==> config.mk <==
export PLATFORM = sky130hd
export DESIGN_NAME = wb_regfile
export DESIGN_NICKNAME = d
export VERILOG_FILES = /design/src/rtl/wb_regfile.sv
export SDC_FILE = /design/constraint.sdc
export NUM_CORES = 2
export LEC_CHECK = 0
export CORE_MARGIN = 2
export CORE_UTILIZATION = 45
export CTS_BUF_LIST = sky130_fd_sc_hd__clkbuf_8
export CTS_CLUSTER_DIAMETER = 60
export DETAILED_ROUTE_END_ITERATION = 6
export PLACE_DENSITY = 0.7
export SETUP_SLACK_MARGIN = 0.2
export SKIP_CTS_REPAIR_TIMING = 1
export SLEW_MARGIN = 20
export SYNTH_ARGS = -nofsm -noshare
export SYNTH_HDL_FRONTEND = slang
export SYNTH_SLANG_ARGS = --single-unit
export TNS_END_PERCENT = 30
==> constraint.sdc <==
create_clock -name clk -period 3.9 [get_ports clk]
set_input_delay 0.78 -clock clk [delete_from_list [all_inputs] [get_ports clk]]
set_output_delay 0.78 -clock clk [all_outputs]
set_load 0.02 [all_outputs]
==> src/rtl/wb_regfile.sv <==
// Write-back stage and 32x32 register file with two combinational read ports and a retire counter.
// Optional write-first read bypass is enabled by defining WB_BYPASS_EN.
module wb_regfile (
  input  logic        clk,
  input  logic        reset,
  input  logic [31:0] instr_W,
  input  logic [31:0] PC8_W,
  input  logic [31:0] AO_W,
  input  logic [31:0] DR_W,
  input  logic        RegW_W,
  input  logic [4:0]  rs_addr,
  input  logic [4:0]  rt_addr,
  output logic [31:0] rd1,
  output logic [31:0] rd2,
  output logic        wb_we,
  output logic [4:0]  wb_addr,
  output logic [31:0] wb_data,
  output logic [31:0] retired
);

  localparam int unsigned DW   = 32;
  localparam int unsigned AW   = 5;
  localparam int unsigned NREG = 32;

  localparam logic [5:0] OP_RTYPE = 6'b000000;
  localparam logic [5:0] OP_JAL   = 6'b000011;
  localparam logic [5:0] OP_LW    = 6'b100011;
  localparam logic [5:0] OP_LB    = 6'b100000;
  localparam logic [5:0] OP_LBU   = 6'b100100;
  localparam logic [5:0] OP_LH    = 6'b100001;
  localparam logic [5:0] OP_LHU   = 6'b100101;
  localparam logic [5:0] FN_JALR  = 6'b001001;

  logic [5:0]    op;
  logic [5:0]    funct;
  logic [7:0]    ld_byte;
  logic [15:0]   ld_half;
  logic [DW-1:0] ld_data;
  logic          is_load;
  logic          is_link;
  logic [DW-1:0] regs [NREG];
  logic [DW-1:0] retired_q;
  logic          unused_fields;

  assign op            = instr_W[31:26];
  assign funct         = instr_W[5:0];
  assign unused_fields = ^{instr_W[25:21], instr_W[10:6]};

  // Lane selection and extension of the raw memory word
  always_comb begin
    ld_byte = DR_W[7:0];
    ld_half = AO_W[1] ? DR_W[31:16] : DR_W[15:0];
    ld_data = DR_W;
    is_load = 1'b1;
    case (AO_W[1:0])
      2'd0:    ld_byte = DR_W[7:0];
      2'd1:    ld_byte = DR_W[15:8];
      2'd2:    ld_byte = DR_W[23:16];
      default: ld_byte = DR_W[31:24];
    endcase
    case (op)
      OP_LW:   ld_data = DR_W;
      OP_LB:   ld_data = {{24{ld_byte[7]}}, ld_byte};
      OP_LBU:  ld_data = {24'd0, ld_byte};
      OP_LH:   ld_data = {{16{ld_half[15]}}, ld_half};
      OP_LHU:  ld_data = {16'd0, ld_half};
      default: is_load = 1'b0;
    endcase
  end

  // Destination decode and write-back source select
  always_comb begin
    is_link = (op == OP_JAL) || ((op == OP_RTYPE) && (funct == FN_JALR));
    wb_addr = instr_W[20:16];
    if (op == OP_RTYPE)
      wb_addr = instr_W[15:11];
    else if (op == OP_JAL)
      wb_addr = AW'(31);
    wb_data = AO_W;
    if (is_link)
      wb_data = PC8_W;
    else if (is_load)
      wb_data = ld_data;
    wb_we = RegW_W && (wb_addr != AW'(0));
  end

  // Storage; entry 0 is cleared on reset and never written
  always_ff @(posedge clk or negedge reset) begin
    if (!reset) begin
      for (int i = 0; i < int'(NREG); i++)
        regs[i] <= '0;
    end else if (wb_we) begin
      regs[wb_addr] <= wb_data;
    end
  end

  always_ff @(posedge clk or negedge reset) begin
    if (!reset)
      retired_q <= '0;
    else if (instr_W != '0)
      retired_q <= retired_q + DW'(1);
  end

  assign retired = retired_q;

`ifdef WB_BYPASS_EN
  assign rd1 = (wb_we && (rs_addr == wb_addr)) ? wb_data : regs[rs_addr];
  assign rd2 = (wb_we && (rt_addr == wb_addr)) ? wb_data : regs[rt_addr];
`else
  assign rd1 = regs[rs_addr];
  assign rd2 = regs[rt_addr];
`endif

endmodule

* Word-level counts from Yosys, hierarchy flattened
Cells that the tools add are included.
** Operators by class
- Add/sub/neg operators :: 1
- Order comparisons :: 4
- Equality and inequality tests :: 9
- Muxes and demuxes :: 17
- Bitwise operators :: 3
- Reduce and logical (&&, ||, !) cells :: 9
** Operators by type and width (number)
- $bwmux 1024 :: 1
- $bmux 32 s5 :: 2
- $mux 32 :: 7
- $demux 32 s5 :: 1
- $pmux 32 s4 :: 1
- $add 32x1->32 const B :: 1
- $reduce_bool 32->1 :: 1
- $eq 6x6->1 const B :: 5
- $pmux 8 s3 :: 1
- $ge 6x6->1 const B :: 3
- $not 5->6 :: 3
- $mux 16 :: 1
- $mux 5 :: 2
- $eq 6x2->1 const B :: 1
- $eq 6x4->1 const B :: 1
- $logic_not 6->1 :: 1
- $lt 6x1->1 const B :: 1
- $reduce_bool 5->1 :: 1
- $reduce_or 5->1 :: 1
- $logic_and 1x1->1 :: 3
- $eq 2x1->1 const B :: 1
- $eq 2x2->1 const B :: 1
- $logic_not 2->1 :: 1
- $logic_or 1x1->1 :: 1
- $mux 1 :: 1
** Storage, ports and cells
- Register bits :: 1056
- Bits of input ports :: 141
- Output and inout bits :: 134
- Logic and storage cells :: 76

* Depth between registers and ports, before layout
- Depth in word-level cells :: 9
- Gate-level depth with buffers :: 10
- Depth with buffers taken out :: 5

* Least setup slack after synthesis
No wires, ideal clock.
- Path kind :: input to output
- From :: input port rs_addr[0]
- To :: output port rd1[0]
- Arrival :: 3051 ps
- Data required time :: 3120 ps
- Setup slack :: 69 ps
- Cell stages on the path :: 6
- Buffers on the path :: 3
- Cells stage by stage :: clkbuf_1 clkbuf_1 buf_1 mux4_2 mux4_2 mux2_2
** On the way
- Cells in the longest elaborated chain, start to end :: 4
** RTL lines
- start, declared :: RTL line 11 : input logic [4:0] rs_addr,
- $not 5->6 (implied by the code) :: RTL line 110 : assign rd1 = regs[rs_addr];
- $bmux 32 s5 :: RTL line 110
- $mux 32 (implied by the code) (2 in series) :: RTL line 110
- end, declared :: RTL line 13 : output logic [31:0] rd1,
No other way between the ends. The select of a mux whose other input is x is not followed.

* Worst setup path in the final report
- From :: input port rt_addr[0]
- To :: output port rd2[27]
** On the way
- Cells in the longest elaborated chain, start to end :: 4
** RTL lines
- start, declared :: RTL line 12 : input logic [4:0] rt_addr,
- $not 5->6 (implied by the code) :: RTL line 111 : assign rd2 = regs[rt_addr];
- $bmux 32 s5 :: RTL line 111
- $mux 32 (implied by the code) (2 in series) :: RTL line 111
- end, declared :: RTL line 14 : output logic [31:0] rd2,
No other way between the ends. The select of a mux whose other input is x is not followed.

==> results.json <==
{
  "top_usage_layer": "met2",
  "setup_tns_ns": 0,
  "cp-start-kind": "input port",
  "cts_root_buf": "clkbuf_8",
  "postPlaceCellArea_um2": 66400,
  "dieArea_um2": 132000,
  "max_slew_margin_pct": 42.5,
  "pwr-share-seq_pct": 44.2,
  "cts_made_buffers": 177,
  "syn2layout_area_growth_pct": 21.8,
  "drt_first_pass_iters": 6,
  "finalCritPeriodShare_pct": 94.5,
  "power_frac_comb_pct": 26.0,
  "wl_um": 179000,
  "numPortBuffers": 274,
  "tightestPinTransition_ns": 0.863,
  "rsz0062_at_grt": "true",
  "rows": 131,
  "initial_core_util_pct": 45.4,
  "multi_input_area_um2": 30300,
  "grt_max_degree": 156,
  "status": "finished clean",
  "remaining_drc_errors": 0,
  "die-height_um": 363,
  "finalSetupViolCount": 0,
  "vias": 36900,
  "finalClockSkew_ns": 0.00782,
  "vdd_drop_max_v": 0.000305,
  "power.density_nw_per_um2": 485,
  "grt_use_met2_pct": 43.2,
  "hold_ws_ns": 0.376,
  "antenna_found_initial": 6,
  "worstReg2RegStart": "retired[3]$_DFFE_PN0P_",
  "grt_pass1_wl_um": 265000,
  "critPathKind": "input port to output port",
  "arrival_ns": 2.91,
  "cts_max_path_buffers": 3,
  "clkTransAtPathRegs_ns": 0.06,
  "crit_start": "rt_addr[0]",
  "synth-seq-area-share_pct": 45.5,
  "cts.sinks": 1056,
  "wl_per_cell_um": 30.7,
  "layout.nets": 4160,
  "slew_viol_final": 0,
  "syn_area_um2": 58100,
  "synthArstFlopShare_pct": 100,
  "synth.net_count": 3694,
  "crit_required_ns": 3.12,
  "syn_inst": 3552,
  "power.internal_w": 0.0245,
  "clkPwrFrac_pct": 29.8,
  "hold_viol_final": 0,
  "synthFlopType": "dfrtp_1",
  "switching_share_pct": 28.5,
  "drtIter0Drc": 3374,
  "overflow": 0,
  "switchingPower_w": 0.00978,
  "core_area_um2": 128000,
  "critPathMaxFanout": 15,
  "clock_latency_ns": 0.90,
  "hpwl_um": 117000,
  "grt_pass1_vias": 38900,
  "layout-drive-gt1-share_pct": 61.4,
  "ys.warnings.count": 0,
  "min_path_type": "input port to asynchronous set/reset pin",
  "drtAntennaViolNets": 0,
  "stdcell_area_um2": 70700,
  "synth_edf_count": 0,
  "viasPerCell": 6.34,
  "synth-seq-cells": 1056,
  "ios": 275,
  "min_period_ns": 3.69,
  "dieWidth_um": 363,
  "critPathCaptureType": "output port",
  "place.gp.congestion": 0.947,
  "cap_violations": 0,
  "timing.fmax_mhz": 271,
  "p_leak_nw": 31.3,
  "cts_max_level": 4,
  "post_synth_num_cell_types": 64,
  "grtUsageMet3_pct": 5.36,
  "regArea_um2": 26400,
  "fill_cells": 10100,
  "grt.total_usage_pct": 27.4,
  "tritoncts": "done",
  "met1_usage_pct": 37.3,
  "avgSynthCellArea_um2": 16.3
}
cell usage after synthesis (21+ instances only):
library cell / number / share of area [%]
clkbuf_1: 183 / 1.2
nor3_1: 23 / 0.20
xor2_1: 24 / 0.36
o21ai_0: 23 / 0.20
nand3_1: 21 / 0.18
mux2_4: 150 / 3.9
mux4_2: 648 / 25
buf_2: 101 / 0.87
nor2_1: 28 / 0.18
dfrtp_1: 1056 / 46
buf_1: 58 / 0.37
clkbuf_2: 24 / 0.21
nand2_1: 28 / 0.18
mux2_2: 891 / 17
buf_4: 30 / 0.39
metal layers:
metal / part of all wire, % / wire (um)
met5: 0.0073 / 13
met4: 4.2 / 7540
met3: 7.0 / 12600
met2: 48 / 85700
met1: 41 / 73000
power groups by stage:
stage | Combinational [W] | Clock (W) | Sequential (W)
after floorplan | 0.00642 | 0 | 0.0146
after global placement | 0.00882 | 0 | 0.0151
after detailed placement | 0.00900 | 0 | 0.0153
after CTS | 0.00902 | 0.0104 | 0.0151
after global routing | 0.00946 | 0.0110 | 0.0155
final | 0.00892 | 0.0102 | 0.0152
area by class of cell:
class | instances | area share (%)
multi-input cells | 2073 | 42.8
flip-flops and latches | 1056 | 37.4
repair buffers | 700 | 11.6
clock buffers | 224 | 4.36
well taps | 1662 | 2.94
clock inverters | 94 | 0.830
inverters | 10 | 0.0531
diodes | 4 | 0.0142
placed cells by master (no fill, tap or decap), drive strengths merged, types with 3 or more instances in the layout:
master	count
mux2	1060
dfrtp	1056
mux4	648
buf	448
clkbuf	254
clkdlybuf4s50	154
inv	70
dlymetal6s2s	67
nor3	46
o21ai	37
nor2	30
nand2	29
clkinv	28
xor2	24
a21oi	23
nand3	21
nor4	20
o31a	17
o32ai	15
a31oi	12
xnor2	8
nand4	8
or3	8
o31ai	6
a2111oi	6
nand2b	5
a32o	5
a22oi	5
diode	4
and2	4
a22o	4
bufinv	4
a221oi	4
nor2b	3
a222oi	3
sequential cells by signal (all words and copies together) (netlist names):
name and count:
regs 1024, retired 32
metrics by stage:
step	util (%)	std cells	power [W]	setup slack, ns
2_1_floorplan	-	3552	0.0211	0.105
3_3_place_gp	52.0	5483	0.0239	-0.758
3_5_place_dp	52.0	5483	0.0243	-0.798
4_1_cts	54.8	5801	0.0345	-0.809
5_1_grt	55.3	5823	0.0359	0.174
6_report	55.3	5823	0.0343	0.215
logic make-up after synthesis:
kind of cell             share of synthesized area [%]
AO/OA/AOI/OAI                                     1.88
XOR/XNOR                                         0.483
AND/OR/NAND/NOR                                   2.02
flip-flops                                        45.5
multiplexers                                      46.7
buffers and inverters                             3.42
adder cells (fa/ha/maj)                         0.0215
critical path, cell delays in order:
cell	delay, ns
buf_16	0.16
buf_12	0.20
buf_4	0.17
mux4_2	0.50
mux4_2	0.50
mux2_2	0.34
dlymetal6s2s_1	0.22
worst paths after layout:
check	end	slack, ns	cells past startpoint
max	rd2[27]	0.21	7
min	regs[921]$_DFFE_PN0P_	0.38	2
max reg2reg	retired[25]$_DFFE_PN0P_	1.76	5
min reg2reg	regs[1005]$_DFFE_PN0P_	0.39	0
max in group asynchronous	regs[316]$_DFFE_PN0P_	2.32	3
min in group clk	regs[1005]$_DFFE_PN0P_	0.39	0
(Power assumes the default switching activity.)
